### config.mk
export PLATFORM = sky130hd
export DESIGN_NAME = regfile_wb_arbiter
export DESIGN_NICKNAME = d
export VERILOG_FILES = /design/src/rtl/regfile_wb_arbiter_pkg.sv /design/src/rtl/regfile_wb_arbiter_fifo.sv /design/src/rtl/regfile_wb_arbiter.sv
export SDC_FILE = /design/constraint.sdc
export NUM_CORES = 1
export LEC_CHECK = 0
export BUFFER_PORTS_ARGS = -buffer_cell sky130_fd_sc_hd__buf_2
export CAP_MARGIN = 20
export CELL_PAD_IN_SITES_DETAIL_PLACEMENT = 1
export CELL_PAD_IN_SITES_GLOBAL_PLACEMENT = 2
export CORE_ASPECT_RATIO = 0.8
export CORE_MARGIN = 3
export CORE_UTILIZATION = 33
export DETAILED_ROUTE_END_ITERATION = 8
export PLACE_DENSITY = 0.9
export REMOVE_ABC_BUFFERS = 1
export SLEW_MARGIN = 10
export SYNTH_ARGS = -nofsm -noshare
export SYNTH_HDL_FRONTEND = slang
export SYNTH_SLANG_ARGS = --single-unit
### constraint.sdc
create_clock -name clk -period 2.85 [get_ports clk]
set_input_delay 0.57 -clock clk [delete_from_list [all_inputs] [get_ports clk]]
set_output_delay 0.57 -clock clk [all_outputs]
set_load 0.1 [all_outputs]
### src/rtl/regfile_wb_arbiter_pkg.sv
// Shared CPU constants and the load-return buffer occupancy states.
package regfile_wb_arbiter_pkg;

  localparam int DATA_W = 16;
  localparam int REG_AW = 4;
  localparam logic [REG_AW-1:0] REG_ZERO = '0;

  typedef enum logic [1:0] {
    BUF_EMPTY,
    BUF_PARTIAL,
    BUF_FULL
  } bufState_e;

endpackage

### src/rtl/regfile_wb_arbiter_fifo.sv
// In-order buffer for deferred load results; push/pop in one cycle keeps the count.
// Pushes while full and pops while empty are ignored.
module wb_ld_fifo
  import regfile_wb_arbiter_pkg::*;
#(
  parameter int DEPTH = 2,
  parameter int W     = 20
) (
  input  logic                       clk,
  input  logic                       rst_n,
  input  logic                       push,
  input  logic [W-1:0]               pushDat,
  input  logic                       pop,
  output logic [W-1:0]               popDat,
  output logic [$clog2(DEPTH):0]     count,
  output logic                       full,
  output logic                       empty
);

  localparam int PW = $clog2(DEPTH);
  localparam int CW = PW + 1;

  logic [W-1:0]  mem [DEPTH];
  logic [PW-1:0] headPtr;
  logic [PW-1:0] tailPtr;
  logic          doPush;
  logic          doPop;

  assign full   = (count == CW'(DEPTH));
  assign empty  = (count == '0);
  assign doPush = push && !full;
  assign doPop  = pop && !empty;
  assign popDat = mem[headPtr];

  // DEPTH is a power of two, so pointers wrap by natural overflow.
  always_ff @(posedge clk or negedge rst_n) begin
    if (!rst_n) begin
      headPtr <= '0;
      tailPtr <= '0;
      count   <= '0;
    end else begin
      if (doPush) tailPtr <= tailPtr + 1'b1;
      if (doPop)  headPtr <= headPtr + 1'b1;
      case ({doPush, doPop})
        2'b10:   count <= count + 1'b1;
        2'b01:   count <= count - 1'b1;
        default: count <= count;
      endcase
    end
  end

  always_ff @(posedge clk) begin
    if (doPush) mem[tailPtr] <= pushDat;
  end

endmodule

### src/rtl/regfile_wb_arbiter.sv
// Register-file write-port arbiter: WB > buffered load > bypassed load, zero-cycle select.
// Load scoreboard drives hazard; ld_ready drops only when the buffer is full.
module regfile_wb_arbiter #(
  parameter int BUF_DEPTH = 2,
  parameter int DATA_W    = regfile_wb_arbiter_pkg::DATA_W,
  parameter int REG_AW    = regfile_wb_arbiter_pkg::REG_AW
) (
  input  logic                       clk,
  input  logic                       rst_n,
  input  logic                       wb_valid,
  input  logic [REG_AW-1:0]          wb_reg,
  input  logic [DATA_W-1:0]          wb_data,
  input  logic                       wb_llb,
  input  logic                       wb_lhb,
  input  logic                       ld_valid,
  output logic                       ld_ready,
  input  logic [REG_AW-1:0]          ld_reg,
  input  logic [DATA_W-1:0]          ld_data,
  input  logic                       iss_valid,
  input  logic [REG_AW-1:0]          iss_reg,
  input  logic [REG_AW-1:0]          chk_reg1,
  input  logic [REG_AW-1:0]          chk_reg2,
  input  logic [REG_AW-1:0]          chk_dst,
  output logic                       hazard,
  output logic                       rf_WriteReg,
  output logic [REG_AW-1:0]          rf_DstReg,
  output logic [DATA_W-1:0]          rf_writedata,
  output logic                       rf_LLB,
  output logic                       rf_LHB,
  output logic [$clog2(BUF_DEPTH):0] buf_count
);
  import regfile_wb_arbiter_pkg::*;

  localparam int NREG = 2 ** REG_AW;
  localparam int EW   = REG_AW + DATA_W;

  logic [NREG-1:0]   pend;
  logic [NREG-1:0]   pendNext;
  logic [EW-1:0]     headEnt;
  logic [REG_AW-1:0] headReg;
  logic [DATA_W-1:0] headData;
  logic              fifoFull;
  logic              fifoEmpty;
  logic              ldAccept;
  logic              popHead;
  logic              bypass;
  logic              ldWrite;
  logic [REG_AW-1:0] ldWrReg;
  logic              selValid;
  bufState_e         bufState;

  assign {headReg, headData} = headEnt;

  always_comb begin
    bufState = BUF_PARTIAL;
    if (fifoEmpty)     bufState = BUF_EMPTY;
    else if (fifoFull) bufState = BUF_FULL;
  end

  assign ld_ready = (bufState != BUF_FULL);
  assign ldAccept = ld_valid && ld_ready;

  always_comb begin
    selValid     = 1'b0;
    rf_DstReg    = '0;
    rf_writedata = '0;
    rf_LLB       = 1'b0;
    rf_LHB       = 1'b0;
    popHead      = 1'b0;
    bypass       = 1'b0;
    ldWrite      = 1'b0;
    ldWrReg      = '0;
    if (wb_valid) begin
      selValid     = 1'b1;
      rf_DstReg    = wb_reg;
      rf_writedata = wb_data;
      rf_LLB       = wb_llb;
      rf_LHB       = wb_lhb;
    end else if (!fifoEmpty) begin
      selValid     = 1'b1;
      rf_DstReg    = headReg;
      rf_writedata = headData;
      popHead      = 1'b1;
      ldWrite      = 1'b1;
      ldWrReg      = headReg;
    end else if (ldAccept) begin
      selValid     = 1'b1;
      rf_DstReg    = ld_reg;
      rf_writedata = ld_data;
      bypass       = 1'b1;
      ldWrite      = 1'b1;
      ldWrReg      = ld_reg;
    end
  end

  // Reg 0 is hardwired: the port is claimed (pop/accept proceed) but nothing is written.
  assign rf_WriteReg = selValid && (rf_DstReg != REG_ZERO);

  wb_ld_fifo #(
    .DEPTH (BUF_DEPTH),
    .W     (EW)
  ) u_fifo (
    .clk     (clk),
    .rst_n   (rst_n),
    .push    (ldAccept && !bypass),
    .pushDat ({ld_reg, ld_data}),
    .pop     (popHead),
    .popDat  (headEnt),
    .count   (buf_count),
    .full    (fifoFull),
    .empty   (fifoEmpty)
  );

  // Set after clear so a same-cycle reissue of the retiring register stays pending.
  always_comb begin
    pendNext = pend;
    if (ldWrite) pendNext[ldWrReg] = 1'b0;
    if (iss_valid && (iss_reg != REG_ZERO)) pendNext[iss_reg] = 1'b1;
  end

  always_ff @(posedge clk or negedge rst_n) begin
    if (!rst_n) pend <= '0;
    else        pend <= pendNext;
  end

  assign hazard = pend[chk_reg1] | pend[chk_reg2] | pend[chk_dst];

endmodule

; ---- Yosys cells after proc, flatten, opt, wreduce, memory -nomap -nowiden
; Memory sizes are Yosys's and may differ from the RTL's.
; Index checks and enable logic that the tools add are counted.
[totals]
ramBits = 40
n_memories = 1
out_inout_bits = 27
regBits = 20
in_bits = 63
[classes]
addsub = 4
n_lt_le_gt_ge = 7
eq_ne = 4
n_reduce_logical = 15
bitwise = 5
mux = 34
[memory_table]
columns = memory, words, word_bits, read_ports, rd_ports_with_merged_regs, write_ports, line_no
row1 = u_fifo.mem, 2, 20, 1, 0, 1, regfile_wb_arbiter_fifo.sv:23  ; logic [W-1:0] mem [DEPTH];
[ops]
columns = cell, n
row1 = two-way mux 16 bit, 5
row2 = < comparator 4 x 5 -> 1 bit (second input constant), 5
row3 = two-way mux 1 bit, 17
row4 = bitwise AND 16 bit, 1
row5 = two-way mux 4 bit, 4
row6 = NOT 16 bit, 1
row7 = bitwise OR 16 bit, 1
row8 = binary-select mux 1 bit (select 4 bit), 3
row9 = demux 1 bit (select 4 bit), 2
row10 = greater-or-equal comparator 4 x 1 -> 1 bit (second input constant), 2
row11 = logical AND 1 bit, 8
row12 = nonzero test 4 bit, 2
row13 = equality test 2 bit (second input constant), 2
row14 = two-way mux 2 bit, 2
row15 = case mux 2 bit (2 select lines), 1
row16 = logical NOT 1 bit, 3
row17 = adder 1 bit (second input constant), 2
row18 = adder 2 x 1 -> 2 bit (second input constant), 1
row19 = equality test 2 x 1 -> 1 bit (second input constant), 1
row20 = logical NOT 2 bit, 1
row21 = != test 2 bit (second input constant), 1
row22 = bitwise OR 1 bit, 2
row23 = nonzero test 2 bit, 1
row24 = subtractor 2 x 1 -> 2 bit (second input constant), 1

; ---- Depth between registers and ports, before layout
[logic_depth]
word_depth = 17
ltp_mapped = 8
mapped_depth_nobuf = 6

; ---- Hierarchy
; From an unflattened synthesis, not the netlist that was laid out.
[hier_totals]
cells_unflattened = 289
hier_area_um2 = 3338.2
[modules_own_cells]
columns = mod, n_inst, area_each_um2, cells_per_inst
row1 = regfile_wb_arbiter, 1, 1700.4, 209
row2 = wb_ld_fifo, 1, 1637.8, 80

; ---- Worst setup path before layout
; No wires, ideal clock.
[synth_timing]
path_kind = reg-to-output
from = reg u_fifo.count[1]
to = out rf_writedata[10]
path_slack_ns = -0.980
n_path_buf = 2
required_time_ns = 2.280
stages_incl_launch_ff = 6
t_arrival_ns = 3.260
cell_sequence = dfrtp_1 > buf_2 > nor2_1 > clkbuf_1 > a311oi_1 > a21oi_1
[synth_between]
elab_chain_len = 8
word_cells_on_any_way = 9
cone_classes = eq/ne: 2 / mux: 5 / reduce/logical: 2
[synth_rtl]
columns = element, line_no
row1 = from (decl), regfile_wb_arbiter_fifo.sv:15  ; output logic [$clog2(DEPTH):0] count,
row2 = from (signal assigned), regfile_wb_arbiter_fifo.sv:45  ; 2'b10: count <= count + 1'b1;
row3 = from (signal assigned), regfile_wb_arbiter_fifo.sv:46  ; 2'b01: count <= count - 1'b1;
row4 = from (signal assigned), regfile_wb_arbiter_fifo.sv:47  ; default: count <= count;
row5 = equality test 2 bit, regfile_wb_arbiter_fifo.sv:29  ; assign full = (count == CW'(DEPTH));
row6 = two-way mux 2 bit, regfile_wb_arbiter.sv:57  ; else if (fifoFull) bufState = BUF_FULL;
row7 = two-way mux 2 bit, regfile_wb_arbiter.sv:56  ; if (fifoEmpty) bufState = BUF_EMPTY;
row8 = != test 2 bit, regfile_wb_arbiter.sv:60  ; assign ld_ready = (bufState != BUF_FULL);
row9 = logical AND 1 bit, regfile_wb_arbiter.sv:61  ; assign ldAccept = ld_valid && ld_ready;
row10 = two-way mux 16 bit, regfile_wb_arbiter.sv:86  ; end else if (ldAccept) begin
row11 = two-way mux 16 bit (*), regfile_wb_arbiter.sv:79  ; end else if (!fifoEmpty) begin
row12 = two-way mux 16 bit (*), regfile_wb_arbiter.sv:73  ; if (wb_valid) begin
row13 = to (decl), regfile_wb_arbiter.sv:27  ; output logic [DATA_W-1:0] rf_writedata,
; Every way passes the cells marked *; elsewhere a longest branch is shown, timed or not.

; ---- Worst setup path in the final report
[layout_timing]
from = reg u_fifo.count[1]
to = out rf_WriteReg
[layout_between]
elab_chain_len = 10
word_cells_on_any_way = 14
cone_classes = eq/ne: 2 / mux: 8 / reduce/logical: 4
[layout_rtl]
columns = element, line_no
row1 = equality test 2 bit, regfile_wb_arbiter_fifo.sv:29
row2 = two-way mux 2 bit, regfile_wb_arbiter.sv:57
row3 = two-way mux 2 bit, regfile_wb_arbiter.sv:56
row4 = != test 2 bit, regfile_wb_arbiter.sv:60
row5 = logical AND 1 bit, regfile_wb_arbiter.sv:61
row6 = two-way mux 4 bit, regfile_wb_arbiter.sv:86
row7 = two-way mux 4 bit, regfile_wb_arbiter.sv:79
row8 = two-way mux 4 bit, regfile_wb_arbiter.sv:73
row9 = nonzero test 4 bit, regfile_wb_arbiter.sv:97  ; assign rf_WriteReg = selValid && (rf_DstReg != REG_ZERO);
row10 = logical AND 1 bit (*), regfile_wb_arbiter.sv:97
row11 = to (decl), regfile_wb_arbiter.sv:25  ; output logic rf_WriteReg,
; Marks and branches as above.

==> results.md <==
- The flow ran to the end, and the final reports show no timing, DRC or antenna violations.
- The number of violations of the max-capacitance limit is 0.
- The cell area that synthesis handed to floorplanning was 3310 µm².
- Row generation in the floorplan step produced 32 rows.
- The final HPWL from detailed placement is 6920 µm.
- The library cell used most frequently in the layout, excluding fill and tap cells, is sky130_fd_sc_hd__buf_2.
- Counting flops and latches in the post-synthesis netlist gives 60.
- The count of endpoints failing setup in the final report is 0.
- The number of hold buffers added after CTS was 0.
- In this run the worst hold path is classified as in2async.
- STA puts the critical path data arrival time at around 2100 ps.
- The required time at the worst-slack endpoint is 2280 ps.
- Clock skew on the completed layout was measured at between 8 and 9 ps.
- Together, buffers and inverters on the worst path number 2.
- The final count of pins violating max slew is 0.
- The routed wire length is approximately 9400 µm.
- The DRC marker count from the first detailed-route iteration is ~140.
- The initial antenna violation count was 0.
- The final period demand of the worst path is 2710 ps.
- Entering global routing, the biggest net connects 34 pins.
- The number of instances in the synthesized netlist is 292.
- Total power for the finished layout comes to 4.87 mW.
- In this run the critical register-to-register path is captured at u_fifo.count[1]$_DFFE_PN0P_.
- For the worst flop-to-flop path, the logic depth is 5.
- On the critical path the largest part of the delay comes from compound AO/OA/AOI/OAI gates.
- In the layout the commonest cells are sky130_fd_sc_hd__buf_2, sky130_fd_sc_hd__edfxtp_1, sky130_fd_sc_hd__mux2i_1, sky130_fd_sc_hd__nor2_1, sky130_fd_sc_hd__inv_1.
- The nature of the critical path endpoint is a primary output.
- The startpoint kind of the worst setup timing path is a flip-flop.
- The maximum clock frequency is approximately 0.37 GHz.
- Port buffering added 89 buffers.
- The overall via count from detail_route is around 2700.
- In this run the standard cell core region covers slightly below 10000 µm².
- The filler cells instantiated in the layout total 1106.
- In this design, the critical path's most frequently occurring cell is sky130_fd_sc_hd__buf_4.
- The congestion estimate from routability-driven global placement came to slightly below 0.9.
- The insertion delay to the later sink of the worst-skew pair is between 300 and 400 ps.
- The root buffer cell is sky130_fd_sc_hd__clkbuf_16.
- The die outline width is roughly 120 µm.
- Measured along the y axis, the die boundary spans 95.5 µm.
- After global routing, the most crowded layer is met2.
- Clock tree synthesis found a total of 60 sinks.
- On the critical path, the stage with the largest delay is an instance of sky130_fd_sc_hd__dfrtp_1.
- The async set-reset flop share out of synthesis is 0.333.
- After clock tree synthesis, the clock-pin slew on the worst setup and hold paths is about 50 ps.
- The fraction of met3 tracks used by global routing is 0.0314.
- The largest incremental delay on the critical path is between 500 and 600 ps.
- Across every metal layer, demand over resource in global routing totals 0.166.
- The total non-filler cell area in the finished layout is 4300 µm².
- The final antenna-violating net count is 0.
- In the final routed layout, each cell accounts on average for between 15 and 20 µm.
- Once placement finished, the instance area stood at 3960 µm².
- The routing usage on met2 is 0.289.
- Dividing the detail-routed via count by the number of cells gives 5.19.
- The startpoint-to-endpoint class of the critical path is reg2out.
- The worst hold slack is around 210 ps.
- The number of endpoints with negative hold slack in the final report is 0.
- In this run, synthesis inferred 40 flip-flops with an integrated enable.
- The area growth from synthesis to layout is 30.0%.
- At the end of the flow, the number of nets in the layout was approximately 450.
- The pre-antenna-repair detailed-routing pass consisted of 4 iterations.
- At the pin with the least slew margin, the transition time is about 730 ps.
- The first global-routing pass estimated ~15000 µm of wire.
- Summed over all layers, the global routing overflow is 0.
- In the final timing run, aggregate negative setup slack is 0 ps.
- The maximum clock path buffer count is 2.
- The I/O pin total is 90.
- The mean instance size in the synthesized netlist is between 10 and 15 µm².
- Along the worst path, the maximum fanout reaches 8.
- The via count of the first global-routing pass is roughly 2900.
- The Yosys step of the flow raised 0 warnings.
- In this run, distinct cell masters in the synthesized netlist total between 40 and 50.
- Of the cells placed in the final design, the portion with a size suffix greater than 1 is 0.351.
- The number of H-tree branching levels is 3.
- For this configuration, the core starts out at a cell density of 0.341.
- In the finished design, the share of the clock period the worst path needs comes to 0.950.
- TritonCTS built the clock tree.
- The critical path goes through o21bai_4 > buf_4 > a2bb2oi_2 > nand2_1 > a211o_1 > buf_4.
- The dominant synthesized flop cell is sky130_fd_sc_hd__edfxtp_1.
- Setup repair after global routing left no endpoint under its margin.
- The total inserted antenna cells is 0.
- The worst setup timing slack at the placement stage is about 230 ps.
- The startpoint of the worst-slack reg-to-reg timing path is u_fifo.count[1]$_DFFE_PN0P_.
- IR analysis of the VDD net gives a maximum drop of 0.647 mV.
- The relative slew slack is 0.505.
- The worst register-to-register path has a setup slack of approximately 770 ps.
- The share of the yosys chip area belonging to registers is 0.515.
- Setup slack on the critical path of the routed design comes to 142 ps.
- The floorplan step defined a die boundary enclosing ~11000 µm².
- The leakage power summed over all cells is between 1.5 and 2 nW.
- Dividing total power by cell area gives a power density of between 1000 and 1500 nW/µm².
- After detailed routing, the number of remaining DRC violations is 0.
- The clock buffer count from CTS is 9.
- The met1 track demand over resource in global routing is 0.211.
[what timing repair did]
item / in CTS / in global routing
pin swaps: 0 / 1
endpoints found under the hold margin: 0 / 0
setup endpoints to repair: 1 / 16
setup buffers: 0 / 3
resized for setup: 2 / 5
[registers in the layout (all words and copies together) (netlist names)]
| name | count |
|---|---|
| u_fifo.tailPtr | 1 |
| u_fifo.mem | 40 |
| u_fifo.count | 2 |
| u_fifo.headPtr | 1 |
| pend | 16 |
[worst max-delay path by stage]
stage	from	end	slack, ps	cells past startpoint
after floorplan	u_fifo.count[0]$_DFFE_PN0P_	rf_writedata[0]	-1570	3
after global placement	chk_reg1[0]	hazard	290	6
after detailed placement	chk_reg1[0]	hazard	230	6
after CTS	u_fifo.count[1]$_DFFE_PN0P_	rf_writedata[4]	3	6
after global routing	u_fifo.count[1]$_DFFE_PN0P_	rf_writedata[4]	9	6
final	u_fifo.count[1]$_DFFE_PN0P_	rf_WriteReg	140	6
[Yosys cell counts, types with 8 or more instances]
| cell | count | area share |
|---|---|---|
| sky130_fd_sc_hd__edfxtp_1 | 40 | 0.36 |
| sky130_fd_sc_hd__mux2i_1 | 25 | 0.076 |
| sky130_fd_sc_hd__nor2_1 | 25 | 0.028 |
| sky130_fd_sc_hd__dfrtp_1 | 20 | 0.15 |
| sky130_fd_sc_hd__inv_1 | 20 | 0.023 |
| sky130_fd_sc_hd__a21oi_1 | 19 | 0.029 |
| sky130_fd_sc_hd__nand2_1 | 17 | 0.019 |
| sky130_fd_sc_hd__a311oi_1 | 16 | 0.042 |
| sky130_fd_sc_hd__o21ai_0 | 16 | 0.024 |
| sky130_fd_sc_hd__o21ai_1 | 13 | 0.020 |
| sky130_fd_sc_hd__mux4_2 | 9 | 0.061 |
| sky130_fd_sc_hd__buf_2 | 8 | 0.012 |
| sky130_fd_sc_hd__clkbuf_1 | 8 | 0.0091 |
[logic make-up (layout without fill, tap and decap cells)]
family,after synthesis,count (layout),share of synthesized area
XOR/XNOR,5,5,0.0132
buffers and inverters,37,138,0.0462
multiplexers,37,37,0.147
adder cells (fa/ha/maj),1,1,0.00378
AND/OR/NAND/NOR,67,67,0.103
AO/OA/AOI/OAI,85,85,0.172
flip-flops,60,60,0.515
[report_power, final]
group / internal (mW) / leakage (nW) / switching (mW)
Clock: 0.610 / 0.127 / 0.348
Combinational: 0.768 / 1.05 / 1.64
Sequential: 1.22 / 0.602 / 0.288
Total: 2.60 / 1.78 / 2.27
[routing by layer]
metal | wire length [µm] | vias to the layer above
met5 | 0 | -
met4 | 71 | 0
met3 | 334 | 10
met2 | 4820 | 50
met1 | 4140 | 1387
li1 | - | 1299
[stage by stage]
stage | util | std cells
after CTS | 0.436 | 524
after global routing | 0.443 | 529
after detailed placement | 0.408 | 508
after floorplan | - | 275
after global placement | 0.408 | 508
final | 0.443 | 529
[layout make-up]
class                      instances  area, µm²  share of cell area
tap                              136        170              0.0396
multi-input combinational        195       1470               0.342
clock inverter                     2       12.5             0.00291
inverter                          20       75.1              0.0175
timing repair buffer             102        609               0.142
clock buffer                      14        254              0.0591
sequential                        60       1700               0.397
Note: power is estimated with default switching activity, not from simulation.
